### src/rtl/ejector_sink.sv
// ejector_sink: packet sink on a router Local output port.
// Grants one packet per request/grant/release handshake, tags packets whose
// destination is not this node, queues everything in a small circular FIFO
// and drains the FIFO toward the PE once every DRAIN_PERIOD cycles.
module ejector_sink #(
  parameter logic [5:0] routerID     = 6'b000_000,
  parameter int         dataWidth    = 32,
  parameter int         DEPTH        = 4,
  parameter int         DRAIN_PERIOD = 3,
  parameter int         COUNT_W      = 16
) (
  input  logic                 clk,
  input  logic                 reset,
  input  logic                 ReqUpStr,
  input  logic [dataWidth-1:0] PacketIn,
  output logic                 GntUpStr,
  output logic                 UpStrFull,
  output logic                 PktValid,
  output logic [dataWidth-1:0] PacketOut,
  output logic [COUNT_W-1:0]   PktCount,
  output logic [COUNT_W-1:0]   MisrouteCount
);

  localparam int AW = $clog2(DEPTH);
  localparam int CW = AW + 1;
  localparam int DW = (DRAIN_PERIOD > 1) ? $clog2(DRAIN_PERIOD) : 1;
  localparam logic [DW-1:0] DLAST   = DW'(DRAIN_PERIOD - 1);
  localparam logic [CW-1:0] FULLCNT = CW'(DEPTH);

  typedef enum logic [1:0] {IDLE, ACCEPT, RELEASE} state_t;

  state_t               state, nextState;
  logic [AW-1:0]        wrPtr, rdPtr;
  logic [CW-1:0]        count;
  logic [DW-1:0]        dcnt;
  logic [dataWidth-1:0] mem [DEPTH];
  logic                 doPush, doPop, misroute;

  // Counter that sticks at all-ones instead of wrapping.
  function automatic logic [COUNT_W-1:0] satInc(input logic [COUNT_W-1:0] v);
    return (v == {COUNT_W{1'b1}}) ? v : v + COUNT_W'(1);
  endfunction

  // Full flag straight from the registered occupancy.
  assign UpStrFull = (count == FULLCNT);

  // Direction bits 31 and 27 do not take part in the destination compare.
  assign misroute = (PacketIn[30:28] != routerID[5:3]) ||
                    (PacketIn[26:24] != routerID[2:0]);

  // Pop when the drain slot comes round and something is queued; the count
  // used here excludes a push on the same edge, so a packet never drains on
  // the edge that stores it.
  assign doPop = (dcnt == DLAST) && (count != '0);

  // Handshake state register.
  always_ff @(posedge clk or negedge reset) begin
    if (!reset) state <= IDLE;
    else        state <= nextState;
  end

  // Next state and capture decision; only IDLE may capture, so a request the
  // router keeps holding after its grant is not taken twice.
  always_comb begin
    nextState = state;
    doPush    = 1'b0;
    case (state)
      IDLE: begin
        if (ReqUpStr && !UpStrFull) begin
          doPush    = 1'b1;
          nextState = ACCEPT;
        end
      end
      ACCEPT:  nextState = RELEASE;
      RELEASE: if (!ReqUpStr) nextState = IDLE;
      default: nextState = IDLE;
    endcase
  end

  // Grant pulse and statistic counters, all updated at the capture edge.
  always_ff @(posedge clk or negedge reset) begin
    if (!reset) begin
      GntUpStr      <= 1'b0;
      PktCount      <= '0;
      MisrouteCount <= '0;
    end else begin
      GntUpStr <= doPush;
      if (doPush) begin
        PktCount <= satInc(PktCount);
        if (misroute) MisrouteCount <= satInc(MisrouteCount);
      end
    end
  end

  // FIFO storage; contents need no reset because pointers and count do.
  always_ff @(posedge clk) begin
    if (doPush) mem[wrPtr] <= PacketIn;
  end

  // FIFO pointers and occupancy; push and pop together leave count unchanged.
  always_ff @(posedge clk or negedge reset) begin
    if (!reset) begin
      wrPtr <= '0;
      rdPtr <= '0;
      count <= '0;
    end else begin
      if (doPush) wrPtr <= wrPtr + AW'(1);
      if (doPop)  rdPtr <= rdPtr + AW'(1);
      case ({doPush, doPop})
        2'b10:   count <= count + CW'(1);
        2'b01:   count <= count - CW'(1);
        default: count <= count;
      endcase
    end
  end

  // Free-running drain slot counter.
  always_ff @(posedge clk or negedge reset) begin
    if (!reset)              dcnt <= '0;
    else if (dcnt == DLAST)  dcnt <= '0;
    else                     dcnt <= dcnt + DW'(1);
  end

  // Output register: strobe for one cycle per drained packet, hold data otherwise.
  always_ff @(posedge clk or negedge reset) begin
    if (!reset) begin
      PktValid  <= 1'b0;
      PacketOut <= '0;
    end else begin
      PktValid <= doPop;
      if (doPop) PacketOut <= mem[rdPtr];
    end
  end

endmodule

### config.mk
export PLATFORM = sky130hd
export DESIGN_NAME = ejector_sink
export DESIGN_NICKNAME = d
export VERILOG_FILES = /design/src/rtl/ejector_sink.sv
export SDC_FILE = /design/constraint.sdc
export NUM_CORES = 1
export LEC_CHECK = 0
export CAP_MARGIN = 5
export CELL_PAD_IN_SITES_DETAIL_PLACEMENT = 0
export CELL_PAD_IN_SITES_GLOBAL_PLACEMENT = 1
export CORE_AREA = 2 2 134 136
export CTS_CLUSTER_DIAMETER = 60
export DETAILED_ROUTE_END_ITERATION = 10
export DIE_AREA = 0 0 136 138
export PLACE_DENSITY = 0.89
export SYNTH_ARGS = -nofsm -noshare
export SYNTH_HDL_FRONTEND = slang
export SYNTH_SLANG_ARGS = --single-unit
### constraint.sdc
create_clock -name clk -period 2.93 [get_ports clk]
set_clock_uncertainty 0.05 [all_clocks]
set_input_delay 0.586 -clock clk [delete_from_list [all_inputs] [get_ports clk]]
set_output_delay 0.586 -clock clk [all_outputs]
set_load 0.05 [all_outputs]
==> metrics, run 1 <==
PwrDens 1030 mW/mm^2; ys async rst share 0.376; Initial DRT Pass Iterations 4; post-synth top area cell edfxtp_1; maximum clock rate 376 MHz; vias in the first global route between 4,000 and 5,000; CP Max Fanout 5; sequential fraction of the synthesis area 0.721; I/O pin count slightly above 100; Num CTS Buffers 22; RSZ-0062 raised after global routing no; Final Critical Period 2.66 ns; Avg Cell Area, Syn approximately 18 sq um; Final #Nets 610; routed vias/inst roughly 5.3; mapped cell area 0.00800 sq mm; CP Class reg -> out; worst-path cell chain or3b_1 > inv_2 > dlygate4sd2_1; CP required 2.29 ns; placed cells between 700 and 800; clock network latency to the later pin of the worst-skew pair between 0.4 and 0.5 ns; total length of routed wires between 15,000 and 20,000 um; Worst VDD drop 658 uV; diodes inserted 0; Rows 49; Starting DRT DRC Count 205; Via Count roughly 4,300; Netlist cell types 46; crit-path max cell delay roughly 0.55 ns; CTS tree done; clk root buf clkbuf_16; global-route wire length before repair between 20,000 and 30,000 um; routability cong. 0.812; synthesized flop and latch total 205; Post-Layout Cell Count 812; H-tree depth 1; Die W 136 um; Die H ~140 um; post-synth net total just under 500; setup violators final 0; Port Buffers between 100 and 150; Initial Utilization 0.456; HP Class reg -> reg; sequential power share 0.392; Max Slew Vio Count 0; clock network fraction of total power 0.265; cell-internal power 0.00692 W; clock sinks just over 200; outcome completed; Yosys warnings 0; share of layout cells above drive strength 1 0.235; crit path DAT between 2 and 2.5 ns; final period utilization 0.908; setup bufs post-CTS 0; clock-pin slew on the worst setup and hold paths approximately 0.060 ns; hold violation total from the final report 0; post-synth top area share 0.480; number of max-cap violations 0; Setup TNS Final 0 ns; CTS max path bufs 3; combinational power share 0.343; Worst-Margin Slew 0.558 ns; die area 0.0188 sq mm; Critical Path Source Type flop; Synth Instances 438; antenna violations before repair 0; Leak ~3.8 nW; Detailed Place HPWL approximately 9700 um; core region area roughly 0.018 sq mm; # DRC 0; leading cell types by count after synthesis edfxtp_1 (128), dfrtp_1 (77), mux2_2 (35); EDFF count, synth 128; switching portion of total power 0.343; synthesis-to-layout area growth 27.3%; Post-DRT Antenna Nets 0; dominant cell by count in the synthesized netlist edfxtp_1; Crit. End Element output pin; Primary FF master, synth edfxtp_1; largest net degree at the start of global routing between 50 and 60; Slew headroom 0.627; synth top area cells edfxtp_1 (48%), dfrtp_1 (24%), mux4_2 (9.0%), mux2_2 (4.9%), xor2_1 (2.2%); Slowest cell on crit path dlygate4sd2_1; routed len/inst around 19 um; Overall Global Routing Usage 0.172; Psw between 0.003 and 0.004 W; Congestion Overflow GR 0
## worst max-delay path: cells and delay by family (launching register included)
kind | cells | cell delay [ns]
flip-flops | 1 | 0.42
buffers and inverters | 2 | 0.67
AND/OR/NAND/NOR | 1 | 0.44
## metal layers
layer,part of all wire,track usage
met5,0,0
met4,0.012,0.0367
met1,0.43,0.236
met2,0.50,0.287
met3,0.056,0.0345
## timing repair
| action | in CTS | in global routing |
|---|---|---|
| gates resized for setup | 1 | 0 |
| endpoints found under the setup margin | 1 | 0 |
| hold buffers | 1 | 0 |
| endpoints found under the hold margin | 22 | 0 |
## per-stage QoR
stage               worst slack (ns)  hold slack [ns]  power [W]  utilization  cell area [sq um]
floorplan                      0.688            0.240    0.00656            -               8000
global placement               0.359            0.395    0.00772        0.538               9440
detailed placement             0.331            0.395    0.00783        0.538               9440
CTS                            0.252            0.413     0.0107        0.581              10200
global route                   0.191            0.435     0.0110        0.581              10200
finish                         0.268            0.403     0.0105        0.581              10200
## power groups by stage
stage / Sequential (W) / Combinational (W) / Clock (W)
3_5_place_dp: 0.00418 / 0.00365 / 0
3_3_place_gp: 0.00413 / 0.00359 / 0
6_report: 0.00413 / 0.00361 / 0.00279
5_1_grt: 0.00420 / 0.00382 / 0.00297
4_1_cts: 0.00413 / 0.00367 / 0.00285
2_1_floorplan: 0.00520 / 0.00136 / 0
## layout make-up
cell class | instances | area [sq um]
fill | 1325 | 7340
sequential | 205 | 5770
multi-input combinational | 209 | 2150
timing repair buffer | 119 | 1210
clock buffer | 23 | 576
tap | 229 | 287
clock inverter | 17 | 168
inverter | 10 | 37.5
## registers in the layout, indices dropped and copies added (netlist names)
register,count
PktCount,16
rdPtr,2
wrPtr,2
GntUpStr,1
dcnt,2
PacketOut,32
mem,128
state,2
PktValid,1
count,3
MisrouteCount,16
## placed cells by master, fill, tap and decap left out, drive strengths merged, types with 3 or more instances in the layout
cell,netlist,routed
and3,11,11
and4,3,3
buf,5,18
bufinv,0,3
clkbuf,9,23
clkdlybuf4s50,0,99
clkinv,0,11
dfrtp,77,77
edfxtp,128,128
ha,7,7
inv,10,11
mux2,35,35
mux4,32,32
nand2,15,15
nand3,11,11
nand4,10,10
nor2,9,9
nor3,6,6
nor3b,3,3
nor4,10,10
xnor2,11,11
xor2,20,20
## path summary, 6_finish.rpt
kind	end	depth (start not counted)	slack, ns	startpoint
hold reg to reg	dcnt[1]$_DFF_PN0_	1	0.40	dcnt[1]$_DFF_PN0_
hold / removal	dcnt[1]$_DFF_PN0_	1	0.40	dcnt[1]$_DFF_PN0_
setup reg to reg	count[2]$_DFFE_PN0P_	9	0.66	count[0]$_DFFE_PN0P_
max in group asynchronous	PktCount[11]$_DFFE_PN0P_	3	1.68	reset
setup / recovery	UpStrFull	3	0.27	count[0]$_DFFE_PN0P_
min in group asynchronous	PacketOut[28]$_DFFE_PN0P_	2	0.50	reset
## cells by family (layout without fill, tap and decap cells)
kind of cell,Yosys count,after routing,share of synthesized area
fa+ha+maj,8,8,0.0134
compound gates,11,11,0.0106
simple gates,91,91,0.0682
buf+inv,24,169,0.0123
flops,205,205,0.721
xor+xnor,31,31,0.0339
mux,68,68,0.141
Note: power is estimated with default switching activity, not from simulation.
==> run 2: changes to the inputs <==
--- a/config.mk
+++ b/config.mk
@@ -9,7 +9,7 @@
 export CELL_PAD_IN_SITES_DETAIL_PLACEMENT = 0
 export CELL_PAD_IN_SITES_GLOBAL_PLACEMENT = 1
 export CORE_AREA = 2 2 134 136
-export CTS_CLUSTER_DIAMETER = 60
+export CTS_CLUSTER_DIAMETER = 50
 export DETAILED_ROUTE_END_ITERATION = 10
 export DIE_AREA = 0 0 136 138
 export PLACE_DENSITY = 0.89
==> run 2 against run 1 <==
  * Critical endpoint unchanged
  * Largest cell class unchanged
  * Worst setup slack got worse by 0.034 ns
  * Highest routed layer unchanged
  * Sequential power barely moved
  * Via count rose by 1.5%
  * Non-clock buffer count did not move
  * Sequential cell count did not move
  * Wire length rose by 0.93%
  * Worst hold slack barely moved
  * Sequential share of layout area fell by 0.36 points
  * Total power rose by 1.7%
  * Register-to-register slack got worse by 0.06 ns
  * Core utilization rose by 0.37 points
==> metrics, run 2 (synthesis gave the netlist of run 1 again) <==
diodes inserted 0 (unchanged); routed len/inst 19.4 um (+0.44%); most common cell after layout, fill and taps aside edfxtp_1; Buffers & Inverters on Critical Path 2 (unchanged); synthesis-to-layout area growth 28.2%; Final Critical Period 2.70 ns (+0.0343 ns); cell-internal power 0.00701 W (+1.3%); clock sinks 205 (unchanged); Leak 3.81 nW (+0.87%); CTS max path bufs 3 (unchanged); clock network latency to the later pin of the worst-skew pair 0.52 ns (+0.03 ns); Initial DRT Pass Iterations 4 (unchanged); Detailed Place HPWL 9690 um (unchanged); Setup TNS Final 0 ns (unchanged); crit path DAT 2.06 ns (+0.03 ns); largest net degree at the start of global routing 56 (unchanged); global-route wire length before repair 25,500 um (+1.2%); kind of cell adding the most delay to the critical path buffers and inverters; share of layout cells above drive strength 1 0.244 (+0.00862); Regs by FF count mem (128), PacketOut (32); die area 0.0188 sq mm (unchanged); Worst VDD drop 789 uV (+20%); commonest non-fill, non-tap cells in the layout edfxtp_1 (128), clkdlybuf4s50_1 (99), dfrtp_1 (76); CTS tree done; CP Class reg -> out; Via Count 4,382 (+1.5%); routed vias/inst 5.37 (+1.0%); CP Max Fanout 5 (unchanged); worst-path cell chain or3b_1 > inv_2 > dlygate4sd2_1; crit-path max cell delay 0.55 ns (about the same); H-tree depth 1 (unchanged); hold violation total from the final report 0 (unchanged); total length of routed wires 15,800 um (+0.93%); Max Slew Vio Count 0 (unchanged); maximum clock rate 371 MHz (-1.3%); vias in the first global route 4,716 (+0.73%); Congestion Overflow GR 0 (unchanged); critical path depth in cells 3 (unchanged); setup bufs post-CTS 0 (unchanged); clk root buf clkbuf_16; PwrDens 1040 mW/mm^2 (+1.1%); Die W 136 um (unchanged); largest register by flop count mem; # DRC 0 (unchanged); Psw 0.00370 W (+2.6%); RSZ-0062 raised after global routing no; Critical Path Source Type flop; Port Buffers 101 (unchanged); switching portion of total power 0.346 (+0.00294); Num CTS Buffers 24 (+9.1%); Die H 138 um (unchanged); combinational power share 0.338 (-0.005); final period utilization 0.920 (+0.0117); sequential power share 0.386 (-0.006); HP Class reg -> reg; core region area 0.0175 sq mm (unchanged); Post-DRT Antenna Nets 0 (unchanged); Slew headroom 0.626 (-0.00145); outcome completed; antenna violations before repair 0 (unchanged); Rows 49 (unchanged); Starting DRT DRC Count 172 (-16%); setup violators final 0 (unchanged); clock network fraction of total power 0.276 (+0.011); number of max-cap violations 0 (unchanged); clock-pin slew on the worst setup and hold paths 0.06 ns (about the same); routability cong. 0.812 (unchanged); Final Core Density 0.585 (+0.00371); Initial Utilization 0.456 (unchanged); I/O pin count 102 (unchanged); Worst-Margin Slew 0.560 ns (+0.00216 ns); Final #Nets 612 (+0.33%); hold depth 1 (unchanged); max reg flops 128 (unchanged); Slowest cell on crit path dlygate4sd2_1; CP required 2.29 ns (about the same); Crit. End Element output pin; worst r2r path cells 9 (unchanged); Overall Global Routing Usage 0.174 (+0.00191)
-- run 2: cell types whose count changed in the layout (fill, tap and decap cells not counted) --
| cell | before | now |
|---|---|---|
| clkbuf_16 | 23 | 24 |
| clkinv_1 | 4 | 2 |
| clkinv_2 | 6 | 7 |
| clkinv_4 | 1 | 3 |
| clkinv_8 | 0 | 1 |
| inv_6 | 1 | 2 |
-- run 2: worst paths after layout --
kind | startpoint | slack, ns | endpoint
hold / removal | dcnt[1]$_DFF_PN0_ | 0.40 | dcnt[1]$_DFF_PN0_
setup / recovery | count[0]$_DFFE_PN0P_ | 0.23 | UpStrFull
hold reg to reg | dcnt[1]$_DFF_PN0_ | 0.40 | dcnt[1]$_DFF_PN0_
min in group asynchronous | reset | 0.48 | PacketOut[28]$_DFFE_PN0P_
max in group asynchronous | reset | 1.72 | PktCount[12]$_DFFE_PN0P_
setup reg to reg | count[0]$_DFFE_PN0P_ | 0.60 | count[2]$_DFFE_PN0P_
-- run 2: final cells by class --
| class | instances | area [sq um] |
|---|---|---|
| Multi-Input combinational cell | 209 | 2150 |
| Sequential cell | 205 | 5770 |
| Timing Repair Buffer | 119 | 1210 |
| Clock inverter | 20 | 208 |
| Inverter | 10 | 37.5 |
| Fill cell | 1314 | 7280 |
| Clock buffer | 24 | 601 |
| Tap cell | 229 | 287 |
-- run 2: per-stage QoR --
stage | instances | area, sq um | setup WS, ns | hold slack, ns | total power [W]
6_report | 816 | 10300 | 0.234 | 0.403 | 0.0107
5_1_grt | 816 | 10300 | 0.177 | 0.435 | 0.0112
4_1_cts | 816 | 10300 | 0.224 | 0.412 | 0.0108
3_5_place_dp | 771 | 9440 | 0.331 | 0.395 | 0.00783
3_3_place_gp | 771 | 9440 | 0.359 | 0.395 | 0.00772
2_1_floorplan | 438 | 8000 | 0.688 | 0.240 | 0.00656
-- run 2: power by group through the flow --
stage	clock network, W	logic [W]	registers [W]
2_1_floorplan	0	0.00136	0.00520
3_3_place_gp	0	0.00359	0.00413
3_5_place_dp	0	0.00365	0.00418
4_1_cts	0.00303	0.00367	0.00414
5_1_grt	0.00315	0.00383	0.00421
6_report	0.00296	0.00361	0.00413
-- run 2: repair_timing --
action / in CTS / in global routing
hold buffers: 1 / 0
endpoints found under the hold margin: 22 / 0
setup endpoints to repair: 1 / 0
gates resized for setup: 1 / 0
-- run 2: worst register-to-register path, cell delays in order (launching register included) --
cell	delay [ns]
dfrtp_1	0.42
or3b_1	0.44
buf_4	0.19
nand2_1	0.08
ha_1	0.19
inv_1	0.06
fa_1	0.38
xor2_1	0.16
nor2_1	0.11
xor2_1	0.16
-- run 2: layer usage --
metal | track usage | up-vias | part of all wire
li1 | - | 1970 | -
met5 | 0 | - | 0
met3 | 0.0414 | 24 | 0.072
met4 | 0.0345 | 0 | 0.017
met2 | 0.293 | 139 | 0.49
met1 | 0.234 | 2249 | 0.42
==> run 3: changes to the inputs <==
--- a/config.mk
+++ b/config.mk
@@ -13,6 +13,7 @@
 export DETAILED_ROUTE_END_ITERATION = 10
 export DIE_AREA = 0 0 136 138
 export PLACE_DENSITY = 0.89
+export SLEW_MARGIN = 40
 export SYNTH_ARGS = -nofsm -noshare
 export SYNTH_HDL_FRONTEND = slang
 export SYNTH_SLANG_ARGS = --single-unit
==> results of run 3 <==
No change in the layout: final DEF, timing and power equal those of run 2.
